[src/rtl/bus_initiator.sv]
// Core-side initiator: turns one load/store request into 1..8 little-endian
// byte transactions on the 8-bit system bus and returns the assembled result.
module bus_initiator #(
   parameter int ADDR_WIDTH   = 64,
   parameter int READ_LATENCY = 1
) (
   input  logic                  clk,
   input  logic                  reset,
   input  logic                  req_valid,
   output logic                  req_ready,
   input  logic                  req_we,
   input  logic [ADDR_WIDTH-1:0] req_addr,
   input  logic [1:0]            req_size,
   input  logic [63:0]           req_wdata,
   output logic                  rsp_valid,
   input  logic                  rsp_ready,
   output logic [63:0]           rsp_rdata,
   output logic                  bus_we,
   output logic [ADDR_WIDTH-1:0] bus_addr,
   output logic [7:0]            bus_data_in,
   input  logic [7:0]            bus_data_out
);

   typedef enum logic [1:0] {IDLE, XFER, WAIT, RESP} state_t;

   localparam logic [3:0] LAT_INIT = 4'(READ_LATENCY);

   state_t                state, state_nxt;
   logic                  we_r;
   logic [ADDR_WIDTH-1:0] addr_r;
   logic [63:0]           wdata_r;
   logic [63:0]           rdata_r;
   logic [2:0]            cnt;
   logic [2:0]            last;
   logic [3:0]            lat;
   logic                  last_byte;
   logic                  lat_done;

   assign last_byte = (cnt == last);
   assign lat_done  = (lat == 4'd1);

   always_ff @(posedge clk or posedge reset) begin
      if (reset) state <= IDLE;
      else       state <= state_nxt;
   end

   always_comb begin
      state_nxt = state;
      case (state)
         IDLE: if (req_valid) state_nxt = XFER;
         XFER: begin
            if (!we_r)          state_nxt = WAIT;
            else if (last_byte) state_nxt = RESP;
         end
         WAIT: if (lat_done) state_nxt = last_byte ? RESP : XFER;
         RESP: if (rsp_ready) state_nxt = IDLE;
         default: state_nxt = IDLE;
      endcase
   end

   // Request fields are captured only at acceptance; later input changes are ignored.
   always_ff @(posedge clk) begin
      if (state == IDLE && req_valid) begin
         addr_r  <= req_addr;
         wdata_r <= req_wdata;
      end
   end

   always_ff @(posedge clk or posedge reset) begin
      if (reset) begin
         we_r    <= 1'b0;
         last    <= 3'd0;
         cnt     <= 3'd0;
         lat     <= 4'd0;
         rdata_r <= 64'd0;
      end else begin
         case (state)
            IDLE: begin
               if (req_valid) begin
                  we_r    <= req_we;
                  cnt     <= 3'd0;
                  rdata_r <= 64'd0;
                  case (req_size)
                     2'd0:    last <= 3'd0;
                     2'd1:    last <= 3'd1;
                     2'd2:    last <= 3'd3;
                     default: last <= 3'd7;
                  endcase
               end
            end
            XFER: begin
               if (!we_r)           lat <= LAT_INIT;
               else if (!last_byte) cnt <= cnt + 3'd1;
            end
            WAIT: begin
               lat <= lat - 4'd1;
               if (lat_done) begin
                  rdata_r[{cnt, 3'b000} +: 8] <= bus_data_out;
                  if (!last_byte) cnt <= cnt + 3'd1;
               end
            end
            default: ;
         endcase
      end
   end

   // Outputs decode registered state only; the read byte never reaches an output combinationally.
   always_comb begin
      req_ready   = (state == IDLE) && !reset;
      rsp_valid   = (state == RESP);
      rsp_rdata   = (state == RESP) ? rdata_r : 64'd0;
      bus_we      = (state == XFER) && we_r;
      bus_addr    = '0;
      bus_data_in = 8'd0;
      if (state == XFER || state == WAIT) bus_addr = addr_r + ADDR_WIDTH'(cnt);
      if (state == XFER && we_r)          bus_data_in = wdata_r[{cnt, 3'b000} +: 8];
   end

endmodule
[config.mk]
export PLATFORM = sky130hd
export DESIGN_NAME = bus_initiator
export DESIGN_NICKNAME = d
export VERILOG_FILES = /design/src/rtl/bus_initiator.sv
export SDC_FILE = /design/constraint.sdc
export NUM_CORES = 1
export LEC_CHECK = 0
export ABC_AREA = 1
export CORE_UTILIZATION = 30
export CTS_CLUSTER_SIZE = 16
export DETAILED_ROUTE_END_ITERATION = 16
export PLACE_DENSITY = 0.57
export SYNTH_ARGS = -nofsm -noshare
export SYNTH_HDL_FRONTEND = slang
export SYNTH_SLANG_ARGS = --single-unit
[constraint.sdc]
create_clock -name clk -period 5.9 [get_ports clk]
set_input_delay 0.885 -clock clk [delete_from_list [all_inputs] [get_ports clk]]
set_output_delay 0.885 -clock clk [all_outputs]
set_load 0.05 [all_outputs]
=== Word-level counts from Yosys, hierarchy flattened ===
Cells that the tools add are included.

* Bits in read-only memories: 0
* RAM bits: 0
* Register bits: 205
* Latch bits: 0
* Input port bits: 143
* Memories kept: 0

* Order comparisons: 0
* Equal/unequal tests: 13
* Shifts and indexed selects: 3
* Multiply operators: 0
* $add $sub $neg: 4
* Bitwise operators: 0
* Multiplexer cells: 22
* Reductions and logical operators: 15
* Divide/modulo/power cells: 0

{| class="wikitable"
|+ Operators by type and width
! kind !! count
|-
| 64-bit two-way mux || 4
|-
| 64-bit case mux with 2 select lines || 1
|-
| 64-bit by 3-bit adder with 64-bit output || 1
|-
| 64-bit bitwise mux || 1
|-
| 8-bit by 8-bit variable shift with 64-bit output, first input constant || 1
|-
| 64-bit by 7-bit variable part select with 8-bit output || 1
|-
| 8-bit by 8-bit variable part select with 64-bit output || 1
|-
| 3-bit case mux with 3 select lines || 2
|-
| 2-bit two-way mux || 6
|-
| 3-bit two-way mux || 4
|-
| 8-bit two-way mux || 1
|-
| 2-bit inequality test, second input constant || 4
|-
| 6-bit negation with 8-bit output || 1
|-
| 2-bit case mux with 4 select lines || 1
|-
| 4-bit case mux with 2 select lines || 1
|-
| 4-bit AND reduction || 2
|-
| 2-bit == test, second input constant || 3
|-
| 2-bit by 1-bit == test with 1-bit output, second input constant || 2
|-
| 4-bit by 1-bit == test with 1-bit output, second input constant || 1
|-
| 2-bit logical NOT || 2
|-
| 4-bit two-way mux || 1
|-
| 2-bit AND reduction || 2
|-
| 2-bit nonzero test || 2
|-
| 4-bit by 1-bit subtractor with 4-bit output, second input constant || 1
|-
| other kinds (9) || 11
|}

=== Depth between registers and ports, before layout ===
Gate-level depths: netlist of the first run.

* Depth in word-level cells: 5
* Mapped depth: 15

=== Worst setup path after synthesis of the first run ===
OpenSTA, ideal clock, no wires.

* Path kind: input-to-reg
* Start point: input port req_valid
* End point: register addr_r[0], enable pin
* Arrival time: 3.520 ns
* Path buffers: 0
* Stages on the path: 2
* Data required time: 5.418 ns
* Path slack: 1.898 ns
* Cells stage by stage: nand2_1 > inv_1

* Word-level cells in the longest chain between the ends: 1

{| class="wikitable"
|+ RTL lines
! item !! line !! source
|-
| start: declaration || 9 || <nowiki>input logic req_valid,</nowiki>
|-
| 1-bit logical AND || 63 || <nowiki>if (state == IDLE && req_valid) begin</nowiki>
|-
| end signal: assignment || 64 || <nowiki>addr_r <= req_addr;</nowiki>
|-
| end: declaration || 30 || <nowiki>logic [ADDR_WIDTH-1:0] addr_r;</nowiki>
|}

Every way passes these cells.
A chain may end at the register's enable or synchronous reset.

=== Worst setup path after layout of the first run ===
* Start point: register cnt[1]
* End point: output port bus_addr[6]

* Word-level cells in the longest chain between the ends: 2

{| class="wikitable"
|+ RTL lines
! item !! line !! source
|-
| start: declaration || 33 || <nowiki>logic [2:0] cnt;</nowiki>
|-
| start signal: assignment || 93 || <nowiki>else if (!last_byte) cnt <= cnt + 3'd1;</nowiki>
|-
| start signal: assignment || 99 || <nowiki>if (!last_byte) cnt <= cnt + 3'd1;</nowiki>
|-
| 64-bit by 3-bit adder with 64-bit output || 115 || <nowiki>if (state == XFER || state == WAIT) bus_addr = addr_r + ADDR_WIDTH'(cnt);</nowiki>
|-
| 64-bit two-way mux || 115 ||
|-
| end: declaration || 19 || <nowiki>output logic [ADDR_WIDTH-1:0] bus_addr,</nowiki>
|}

Every way passes these cells.

==> qor.yml, run 1 <==
status:
  outcome: "finished clean"
cts:
  cts_tree: "done"
  clock_latency_ns: 0.52
  cts_root_buf: "clkbuf_16"
  clockBufferDepth: 3
  cts_setup_buffers: 0
  htreeDepth: 1
  ctsHoldBuffers: 0
  cts_resized: 0
  cts_sinks: 205
  cts_made_buffers: 24
  path_clk_slew_ns: 0.06
logic_synthesis:
  yosysWarnings: 0
  synth_ff_type: "edfxtp_1"
  netlist_area_sq_um: 10700
  synth-edff-count: 128
  async_reset_ff_frac: 0.376
  ys_seq_elements: 205
  synthCells: 1319
  postSynthAreaPerCell_sq_um: 8.12
  syn-num-nets: 1476
  yosysUniqueCellTypes: 37
  ys_seq_area_frac: 0.539
final_layout:
  drive_gt1_frac: 0.0451
  final_common_cell: "nand2_1"
  layout.cells.non_filler: 2073
  area_growth_pct: 37.5
  n_fill_cell: 3508
  fin_nets: 1761
  mostFrequentLayoutCells: "nand2_1, clkdlybuf4s50_1, nor2_1"
  diodes: 0
timing:
  fin_hold_ws_ns: 0.478
  tightest_slew_ns: 0.954
  finalSetupTns_ns: 0
  rsz0062_at_grt: "false"
  hold_violations: 0
  finalCritPeriodShare: 0.846
  relSlewSlack: 0.364
  setup_viol_count_final: 0
  min_period_ns: 4.99
  finalMaxSlewViolations: 0
  fmax_mhz: 200
  fin_skew_ns: 0.0167
detailed_routing:
  firstDrtPassIters: 5
  first_iter_violations: 796
  post_drt_wl_per_cell_um: 17.5
  ant_nets: 0
  vias_per_cell: 4.68
  vias: 9702
  drc_errors: 0
  drt-total-wl_um: 36200
place:
  gp_congestion: 0.959
  post-dp-hpwl_um: 28000
  portBuffers: 281
  placedCellCount: 2033
worst_setup_path:
  r2r_start: "cnt[0]$_DFFE_PP0P_"
  end_kind: "output pin"
  crit_type: "flip-flop to output pin"
  r2r-end: "rdata_r[0]$_DFFE_PP0P_"
  worstSetupEndpoint: "bus_addr[6]"
  cp-start-kind: "flip-flop"
  ff2ff_setup_slack_ns: 2.92
  arrival_ns: 4.10
  ff2ff_path_depth: 10
  crit_path_start: "cnt[1]$_DFFE_PP0P_"
  critPathMaxFanout: 22
  critPathRequiredTime_ns: 5.02
global_routing:
  grt_pass1_vias: 9522
  antenna_found_initial: 2
  grt-ovfl-total: 0
  grt_usage: 0.198
  grt_pass1_wl_um: 55100
  grt_max_degree: 60
power:
  p_clk_frac: 0.201
  p_seq_frac: 0.301
  p_comb_frac: 0.498
  ir_drop_mv: 0.286
  p_int_w: 0.00364
  power.density_nw_per_um2: 467
  p_sw_frac: 0.471
  p_sw_w: 0.00324
  p_leak_nw: 6.24
worst_hold_path:
  hold_class: "flip-flop to flip-flop"
  min_from: "rdata_r[4]$_DFFE_PP0P_"
die:
  die_h_um: 191
  start_util: 0.308
  die-area_sq_um: 36400
  core_sq_um: 34800
  top_level_ports: 282
  row_count: 68
  die_w_um: 191
job:
  maxCapViolations: 0
layer usage:
metal	global-route usage	up-vias	share of wire
li1	-	4796	-
met5	0	-	0.00036
met3	0.0327	57	0.065
met1	0.288	4525	0.47
met2	0.301	322	0.43
met4	0.0600	2	0.027
metrics by stage:
| stage | total power, W | cell area [sq um] | worst slack (ns) | utilization |
|---|---|---|---|---|
| 2_1_floorplan | 0.00435 | 10700 | 1.90 | - |
| 3_3_place_gp | 0.00553 | 14000 | 1.50 | 0.402 |
| 3_5_place_dp | 0.00554 | 14000 | 1.44 | 0.402 |
| 4_1_cts | 0.00696 | 14700 | 0.891 | 0.423 |
| 5_1_grt | 0.00728 | 14700 | 0.632 | 0.423 |
| 6_report | 0.00688 | 14700 | 0.911 | 0.423 |
power by group through the flow:
stage	clock network, W	logic [W]	registers, W
2_1_floorplan	0	0.00233	0.00202
3_3_place_gp	0	0.00344	0.00209
3_5_place_dp	0	0.00345	0.00209
4_1_cts	0.00142	0.00347	0.00207
5_1_grt	0.00147	0.00371	0.00210
6_report	0.00138	0.00343	0.00207
cell type report:
cell class                      count  area, sq um  share of cell area
Sequential cell                   205         5770               0.392
Multi-Input combinational cell    925         4200               0.285
Timing Repair Buffer              288         2870               0.195
Clock buffer                       30          644              0.0438
Inverter                          160          603              0.0410
Tap cell                          455          569              0.0387
Clock inverter                     10         75.1             0.00510
worst min path at each step:
stage / slack, ns / cells past startpoint / to
6_report: 0.48 / 2 / rdata_r[4]$_DFFE_PP0P_
5_1_grt: 0.51 / 2 / rdata_r[4]$_DFFE_PP0P_
4_1_cts: 0.48 / 2 / rdata_r[4]$_DFFE_PP0P_
3_5_place_dp: 0.46 / 2 / rdata_r[4]$_DFFE_PP0P_
3_3_place_gp: 0.46 / 2 / rdata_r[6]$_DFFE_PP0P_
2_1_floorplan: 0.44 / 2 / rdata_r[2]$_DFFE_PP0P_
cell families after synthesis:
family	synth area share
xor gates and xnor gates	0.0205
AOI/OAI and AO/OA	0.0879
and+or+nand+nor	0.266
buffers and inverters	0.0693
adders and majority gates	0.0171
DFF	0.539
worst max-delay path, cell delays in order, from the launching register on:
cell	delay (ns)
dfrtp_1	0.32
buf_4	0.28
inv_1	0.40
fa_1	0.52
inv_1	0.11
nand3_1	0.09
nand2_2	0.16
nand2_1	0.10
inv_1	0.16
nor2_1	0.06
a211oi_1	0.46
clkdlybuf4s50_1	0.91
flip-flops by register name, summed over array words and instances, names as in the netlist:
register / cells
addr_r: 64
rdata_r: 64
wdata_r: 64
lat: 4
cnt: 3
last: 3
state: 2
we_r: 1
Yosys cell counts, types with 2 or more instances:
master      n  area [sq um]
nand2_1   382          1430
nor2_1    251           942
inv_1     154           578
edfxtp_1  128          3840
o21ai_0   121           606
dfrtp_1    77          1930
nand3_1    33           165
a21oi_1    22           110
xor2_1     20           175
clkbuf_1   16          60.1
nand4_1    14          87.6
ha_1       13           163
o22ai_1    12          75.1
buf_2       8          40.0
nor3_1      8          40.0
o21bai_1    7          52.6
inv_2       6          22.5
nand2_2     5          31.3
nor2_2      5          31.3
o21ai_1     5          25.0
xnor2_1     5          43.8
nor2_4      4          45.0
buf_6       3          33.8
a211oi_1    2          15.0
a31oi_1     2          12.5
buf_1       2          7.51
nand3_2     2          20.0
o21ai_2     2          17.5
or2_2       2          12.5
Power figures use the tool's default switching activity.
==> run 2: changes to the inputs <==
==> constraint.sdc (replaced) <==
create_clock -name clk -period 4.7 [get_ports clk]
set_input_delay 0.705 -clock clk [delete_from_list [all_inputs] [get_ports clk]]
set_output_delay 0.705 -clock clk [all_outputs]
set_load 0.05 [all_outputs]
==> qor.yml, run 2 (synthesis results as in run 1) <==
status:
  outcome: "finished clean"
worst_hold_path:
  hold_class: "flip-flop to flip-flop"
  min_path_cells: 2  # unchanged
  hold_path_end: "rdata_r[2]$_DFFE_PP0P_"
  min_from: "rdata_r[2]$_DFFE_PP0P_"
detailed_routing:
  post_drt_wl_per_cell_um: 17.3  # -1.2%
  vias: 9762  # +0.62%
  firstDrtPassIters: 5  # unchanged
  first_iter_violations: 684  # -14%
  ant_nets: 0  # unchanged
  drt-total-wl_um: 35900  # -0.90%
  vias_per_cell: 4.69  # +0.28%
  drc_errors: 0  # unchanged
final_layout:
  drive_gt1_frac: 0.0739  # +0.0288
  area_growth_pct: 40.9
  final_common_cell: "nand2_1"
  final_area_sq_um: 15100  # +2.5%
  reg.largest.list: "addr_r (64), rdata_r (64), wdata_r (64)"
  mostFrequentLayoutCells: "nand2_1, nor2_1, clkdlybuf4s50_1"
  fin_nets: 1765  # +0.23%
  n_fill_cell: 3462  # -1.3%
place:
  portBuffers: 281  # unchanged
  post-dp-hpwl_um: 27800  # -0.55%
  dpl_cell_area_sq_um: 14300  # +1.9%
  gp_congestion: 0.914  # -4.7%
global_routing:
  grt_max_degree: 78  # +30%
  grt_pass1_wl_um: 53700  # -2.6%
  grt-ovfl-total: 0  # unchanged
  grt_usage: 0.194  # -0.00470
  grt_pass1_vias: 9298  # -2.4%
  antenna_found_initial: 2  # unchanged
timing:
  fin_skew_ns: 0.0110  # -0.00567 ns
  tightest_slew_ns: 0.990  # +0.0357 ns
  min_period_ns: 4.01
  finalMaxSlewViolations: 0  # unchanged
  setup_viol_count_final: 0  # unchanged
  rsz0062_at_grt: "false"
  finalSetupTns_ns: 0  # unchanged
  finalCritPeriodShare: 0.853
  fmax_mhz: 250
  relSlewSlack: 0.340  # -0.0238
  hold_violations: 0  # unchanged
die:
  start_util: 0.308  # unchanged
  top_level_ports: 282  # unchanged
  core_sq_um: 34800  # unchanged
  die_h_um: 191  # unchanged
  die_w_um: 191  # unchanged
  die-area_sq_um: 36400  # unchanged
  row_count: 68  # unchanged
cts:
  cts_sinks: 205  # unchanged
  htreeDepth: 1  # unchanged
  cts_made_buffers: 24  # unchanged
  ctsHoldBuffers: 0  # unchanged
  path_clk_slew_ns: 0.06  # about the same
  clockBufferDepth: 3  # unchanged
  clock_latency_ns: 0.52  # about the same
  cts_tree: "done"
  cts_setup_buffers: 0  # unchanged
  cts_root_buf: "clkbuf_16"
  cts_resized: 0  # unchanged
power:
  p_seq_frac: 0.280  # -0.021
  power.density_nw_per_um2: 607  # +30%
  p_sw_frac: 0.454  # -0.0160
  p_leak_nw: 6.46  # +3.6%
  p_clk_frac: 0.210  # +0.009
  p_sw_w: 0.00416  # +29%
  ir_drop_mv: 0.399  # +39%
  p_int_w: 0.00500  # +37%
  p_comb_frac: 0.510  # +0.012
worst_setup_path:
  worst-path-buf-inv: 1  # -4
  critical_path.top_delay_family: "buffers and inverters"
  r2r_start: "cnt[0]$_DFFE_PP0P_"
  r2r-end: "rdata_r[17]$_DFFE_PP0P_"
  cpMostUsedCell: "nand3_1"
  ff2ff_path_depth: 9  # -1
  slowest_delay_ns: 0.85  # -0.06 ns
  cp-start-kind: "flip-flop"
  path_cells: "ha_1 > nand3_1 > nand3_1 > nand3_2 > nor2_1 > o21ai_0 > a21oi_1 > clkdlybuf4s50_1"
  critPathRequiredTime_ns: 3.99  # -1.03 ns
  critPathSlowestCell: "clkdlybuf4s50_1"
  end_kind: "output pin"
  crit_type: "flip-flop to output pin"
  critPathMaxFanout: 7  # -68%
  arrival_ns: 3.30  # -0.80 ns
  ff2ff_setup_slack_ns: 1.73  # -1.19 ns
job:
  maxCapViolations: 0  # unchanged
==> run 2: cell types whose count changed in the layout (fill, tap and decap cells not counted), sizes merged <==
cell / delta
bufinv: +2
clkbuf: +3
clkinv: -3
clkdlybuf4s50: -40
diode: +1
inv: +1
buf: +44
clkinvlp: -1
==> run 2: area by class of cell <==
class                           instances  area, sq um  area share
Tap cell                              455          569      0.0377
Inverter                              160          603      0.0400
Clock buffer                           33          686      0.0455
Sequential cell                       205         5770       0.383
Clock inverter                          9          126     0.00838
Timing Repair Buffer                  292         3130       0.208
Antenna cell                            1         2.50    0.000166
Multi-Input combinational cell        925         4200       0.278
==> run 2: power by group through the flow <==
stage | registers [W] | logic (W) | clock network [W]
after floorplan | 0.00254 | 0.00292 | 0
after global placement | 0.00259 | 0.00468 | 0
after detailed placement | 0.00259 | 0.00471 | 0
after CTS | 0.00256 | 0.00472 | 0.00198
after global routing | 0.00260 | 0.00499 | 0.00205
final | 0.00256 | 0.00467 | 0.00193
==> run 2: metal layers <==
layer	GRT usage	wire, um
met5	0	17
met2	0.288	15200
met3	0.0428	2840
met4	0.0492	819
met1	0.282	17000
==> run 2: per-stage QoR <==
stage	std cells	utilization	hold slack (ns)	power [W]	setup WS [ns]
final	2080	0.434	0.483	0.00916	0.693
after global routing	2079	0.433	0.501	0.00964	0.553
after CTS	2079	0.433	0.477	0.00926	0.669
after detailed placement	2037	0.410	0.463	0.00730	1.24
after global placement	2037	0.410	0.455	0.00727	1.29
after floorplan	1319	-	0.442	0.00546	0.878
==> run 2: tightest hold or removal path, delay by kind of cell, from the launching register on <==
kind	cells	cell delay [ns]
flip-flops	1	0.34
AND/OR/NAND/NOR	2	0.11
==> run 2: worst max path at each step <==
| stage | end | startpoint | depth (start not counted) | slack [ns] |
|---|---|---|---|---|
| 2_1_floorplan | addr_r[0]$_DFFE_PP_ | req_valid | 2 | 0.88 |
| 3_3_place_gp | bus_addr[17] | cnt[2]$_DFFE_PP0P_ | 8 | 1.29 |
| 3_5_place_dp | bus_addr[17] | cnt[2]$_DFFE_PP0P_ | 8 | 1.24 |
| 4_1_cts | bus_addr[17] | cnt[2]$_DFFE_PP0P_ | 8 | 0.67 |
| 5_1_grt | bus_addr[17] | cnt[2]$_DFFE_PP0P_ | 8 | 0.55 |
| 6_report | bus_addr[17] | cnt[2]$_DFFE_PP0P_ | 8 | 0.69 |
==> RTL edit 1, RTL diff (config.mk and constraints of run 1) <==
The parameter `ADDR_WIDTH` goes from 64 to 96.
--- a/src/rtl/bus_initiator.sv
+++ b/src/rtl/bus_initiator.sv
@@ -2,5 +2,5 @@
 // byte transactions on the 8-bit system bus and returns the assembled result.
 module bus_initiator #(
-   parameter int ADDR_WIDTH   = 64,
+   parameter int ADDR_WIDTH   = 96,
    parameter int READ_LATENCY = 1
 ) (
Interface: changed (resized bus_addr and req_addr); port bits go from 282 to 346. The function was not compared with the original's and may differ.
==> RTL edit 1 against run 1 <==
  * Total power increased by 21%
  * Worst setup slack improved by 0.34 ns
  * Critical path depth shrank 4
  * Cell area is 24% higher
  * Area after synthesis grew 24%
  * Die area up 23%
  * Wire length is 39% higher
  * Sequential cell count grew 32
  * Critical path type unchanged
  * Highest routed layer is now met4
==> RTL edit 1: results (changes against run 1) <==
| Metric | Value |
|---|---|
| Initial antenna violation count | 0 (-2) |
| Worst hold margin | 0.4729 ns (-0.005572 ns) |
| CP Max Fanout | 46 (+110%) |
| Hold EP | rdata_r[28]$_DFFE_PP0P_ |
| Starting DRT DRC Count | 1170 (+47%) |
| CTS buffer count | 28 (+17%) |
| Routed vias/inst | 4.787 (+2.3%) |
| Delay of the slowest critical-path stage | 0.83 ns (-0.08 ns) |
| Final HPWL DP | 39.66 mm (+42%) |
| Clock Latency Late Sink | 0.60 ns (+0.08 ns) |
| First-pass GRT wire length | 74.38 mm (+35%) |
| Fraction of registers with async set/reset | 0.3249 (-0.05072) |
| Number of library cell types mapped by synthesis | 41 (+11%) |
| Vias in the first global route | 12.43k (+31%) |
| Port Buffers | 345 (+23%) |
| R2R Setup Slk | 1.89 ns (-1.03 ns) |
| Rel. slew slack | 0.3221 (-0.04206) |
| Pre-CTS setup slack | 1.882 ns (+0.4448 ns) |
| # nets final | 2262 (+28%) |
| Worst VDD drop | 0.4671 mV (+63%) |
| Seq/Total Area, Yosys | 0.5091 (-0.02990) |
| Overall Global Routing Usage | 0.2216 (+0.02313) |
| Largest regs | addr_r: 96 flops, rdata_r: 64 flops, wdata_r: 64 flops |
| Share of post-route cells with drive strength above 1 | 0.03776 (-0.007355) |
| Syn nets | 1921 (+30%) |
| Clk_skew | 0.04823 ns (+0.03151 ns) |
| Largest net degree at the start of global routing | 102 (+70%) |
| Arrival @ worst endpoint | 3.77 ns (-0.33 ns) |
| Synth top cells by count | 547 x nand2_1, 359 x nor2_1, 170 x inv_1 |
| Post-synth EDFFs | 160 (+25%) |
| Status | complete, no violations |
| Per-cell routed wire length | 18.80 um (+7.6%) |
| Fillers | 4425 (+26%) |
| Global placement routability congestion | 0.9573 (-0.21%) |
| P_leak | 7.292 nW (+17%) |
==> RTL edit 1: per-layer routing <==
metal  up-vias  share of wire  GRT usage
met2       441           0.47     0.3655
met5         -              0          0
met3        68          0.055    0.02715
met4         0          0.028    0.07121
li1       6248              -          -
met1      6058           0.44     0.3006
==> RTL edit 1: power by group <==
part	switching, mW	total (mW)	leakage [nW]	internal (mW)
clock	0.709	1.71	0.432	0.998
sequential	0.209	2.33	2.55	2.12
combinational	3.11	4.30	4.31	1.20
==> RTL edit 1: layout make-up <==
class,count,area share
Clock buffer,34,0.03975
Tap cell,585,0.04023
Inverter,177,0.03679
Timing Repair Buffer,353,0.1931
Clock inverter,16,0.009284
Multi-Input combinational cell,1275,0.3108
Sequential cell,237,0.3700
==> RTL edit 1: cell families after synthesis <==
group | after synthesis | synth area share
AO/OA/AOI/OAI | 189 | 0.07533
AND/OR/NAND/NOR | 1044 | 0.3194
buffers and inverters | 219 | 0.06350
XOR/XNOR | 27 | 0.01789
flip-flops | 237 | 0.5091
adder cells (fa/ha/maj) | 15 | 0.01476
==> RTL edit 1: worst max-delay path by stage <==
stage | to | slack [ns] | cells after the start
floorplan | addr_r[0]$_DFFE_PP_ | 1.25 | 2
global placement | bus_data_in[0] | 1.93 | 7
detailed placement | bus_data_in[3] | 1.88 | 7
CTS | bus_data_in[3] | 1.24 | 7
global route | bus_data_in[3] | 0.96 | 7
finish | bus_data_in[3] | 1.25 | 7
==> RTL edit 1: worst max-delay path: cells and delay by family (launching register included) <==
family	cells	cell delay, ns
buffers and inverters	3	2.02
flip-flops	1	0.35
AO/OA/AOI/OAI	4	0.78
==> RTL edit 1: stage by stage <==
| step | cells | util | instance area [um2] |
|---|---|---|---|
| after floorplan | 1731 | - | 13220 |
| after global placement | 2627 | 0.3999 | 17300 |
| after detailed placement | 2627 | 0.3999 | 17300 |
| after CTS | 2677 | 0.4205 | 18190 |
| after global routing | 2677 | 0.4205 | 18190 |
| final | 2677 | 0.4205 | 18190 |
==> RTL edit 2, RTL diff (flow settings as in run 1) <==
Without the edit above. Re-encode `state_t` (4 states) as Gray code, 2 bits wide.
--- a/src/rtl/bus_initiator.sv
+++ b/src/rtl/bus_initiator.sv
@@ -22,5 +22,5 @@
 );
 
-   typedef enum logic [1:0] {IDLE, XFER, WAIT, RESP} state_t;
+   typedef enum logic [1:0] {IDLE = 2'b00, XFER = 2'b01, WAIT = 2'b11, RESP = 2'b10} state_t;
 
    localparam logic [3:0] LAT_INIT = 4'(READ_LATENCY);
Formal check against the unedited RTL: same outputs for any inputs over 4 cycles, from zero or initial values and one cycle with reset high; so few cycles prove little.
==> RTL edit 2 against run 1 <==
  * Sequential cell count unchanged
  * Wire length down 2.0%
  * Die area shrank 0.55%
  * Area after synthesis fell by 0.56%
  * Utilization rose by 0.15 points
  * Total power shrank 11%
  * First-iteration DRC count shrank 6.0%
  * Hold slack better by 0.0033 ns
  * Clock skew rose by 0.0092 ns
  * Worst setup slack better by 0.27 ns
  * Cell area increased by 0.10%
  * Critical path type unchanged
  * Largest cell class unchanged
  * Largest power group unchanged
==> RTL edit 2: results (changes against run 1) <==
| Metric | Value |
|---|---|
| DP Area | 0.01395 mm2 (-0.37%) |
| Routed WL | 35.47 mm (-2.0%) |
| Status | complete, no violations |
| Initial antenna violation count | 3 (+1) |
| Met3 wire length | 2.416 mm (+2.7%) |
| Total combinational power | 2.61 mW (-24%) |
| Number of library cell types mapped by synthesis | 41 (+11%) |
| Post-route insts no fill | 2036 (-1.8%) |
| Int Power | 3.456 mW (-5.1%) |
| Reg2Reg Depth | 9 (-1) |
| Met3 Usage GRT | 0.03312 (+0.0004462) |
| Worst Setup SP | cnt[2]$_DFFE_PP0P_ |
| Delay of the slowest critical-path stage | 0.80 ns (-0.11 ns) |
| Syn nets | 1426 (-3.4%) |
| R2R Path End | rdata_r[27]$_DFFE_PP0P_ |
| P_leak | 5.575 nW (-11%) |
| Share of post-route cells with drive strength above 1 | 0.04880 (+0.003679) |
| Fillers | 3504 (-0.11%) |
| Max Freq | 0.2120 GHz (+5.8%) |
| Vias in the first global route | 9466 (-0.59%) |
| Seq/Total Area, Yosys | 0.5421 (+0.003041) |
| Hold EP | rdata_r[33]$_DFFE_PP0P_ |
| # nets final | 1713 (-2.7%) |
| Arrival @ worst endpoint | 3.83 ns (-0.27 ns) |
| Routed wire length on met2 | 16.18 mm (+3.2%) |
| Starting DRT DRC Count | 748 (-6.0%) |
| Seq. pwr | 2.02 mW (-2%) |
| Main synth FF type | edfxtp_1 |
| Worst hold margin | 0.4817 ns (+0.003286 ns) |
| CP Max Fanout | 13 (-41%) |
| Ranking of synthesized cells by area | edfxtp_1 36%, dfrtp_1 18%, nor2_1 11% |
| Power Total | 6.089 mW (-11%) |
| Via count | 9618 (-0.87%) |
| Met1 GRT Util | 0.2663 (-0.02129) |
| Critical Path End | bus_addr[62] |
| Syn avg cell area | 8.362 um2 (+3.0%) |
| Global placement routability congestion | 1.005 (+4.7%) |
| Clock Latency Late Sink | 0.54 ns (+0.02 ns) |
| Largest net degree at the start of global routing | 65 (+8.3%) |
| Hold Crit Start | rdata_r[33]$_DFFE_PP0P_ |
| R2R Setup Slk | 3.00 ns (+0.08 ns) |
| Worst VDD drop | 0.3103 mV (+8.3%) |
| Pre-CTS setup slack | 1.729 ns (+0.2909 ns) |
| Rel. slew slack | 0.4492 (+0.08508) |
| Wire length on met1 | 15.99 mm (-6.9%) |
| Met2 usage | 0.3150 (+0.01424) |
| Synth top cells by count | 316 x nor2_1, 270 x nand2_1, 157 x inv_1 |
| Final HPWL DP | 27.42 mm (-1.9%) |
| Clk_skew | 0.02594 ns (+0.009223 ns) |
==> RTL edit 2: cell count changes after synthesis, moves of 5 or more <==
cell and change:
o21ai_1 +9, nand2_1 -112, nor2_1 +65, nand3_4 +5, o22ai_1 +40, a21oi_1 -13
o21ai_0 -30
==> RTL edit 2: layout make-up <==
type,count,area (um2),share of cell area
repair buffers,289,2873,0.1949
clock buffers,31,668.1,0.04533
well taps,455,569.3,0.03863
multi-input cells,876,4115,0.2792
diodes,3,7.507,0.0005094
inverters,164,623.1,0.04228
clock inverters,13,111.4,0.007556
flip-flops and latches,205,5771,0.3915
==> RTL edit 2: cells by family after synthesis <==
family,synth area share
buffers and inverters,0.07134
XOR/XNOR,0.02139
flip-flops,0.5421
adder cells (fa/ha/maj),0.01246
AO/OA/AOI/OAI,0.09720
AND/OR/NAND/NOR,0.2555
==> RTL edit 2: critical path, delay by kind of cell, from the launching register on <==
family	cells	cell delay (ns)
flops	1	0.55
simple gates	7	1.29
compound gates	1	0.18
fa+ha+maj	1	0.46
buf+inv	1	0.80
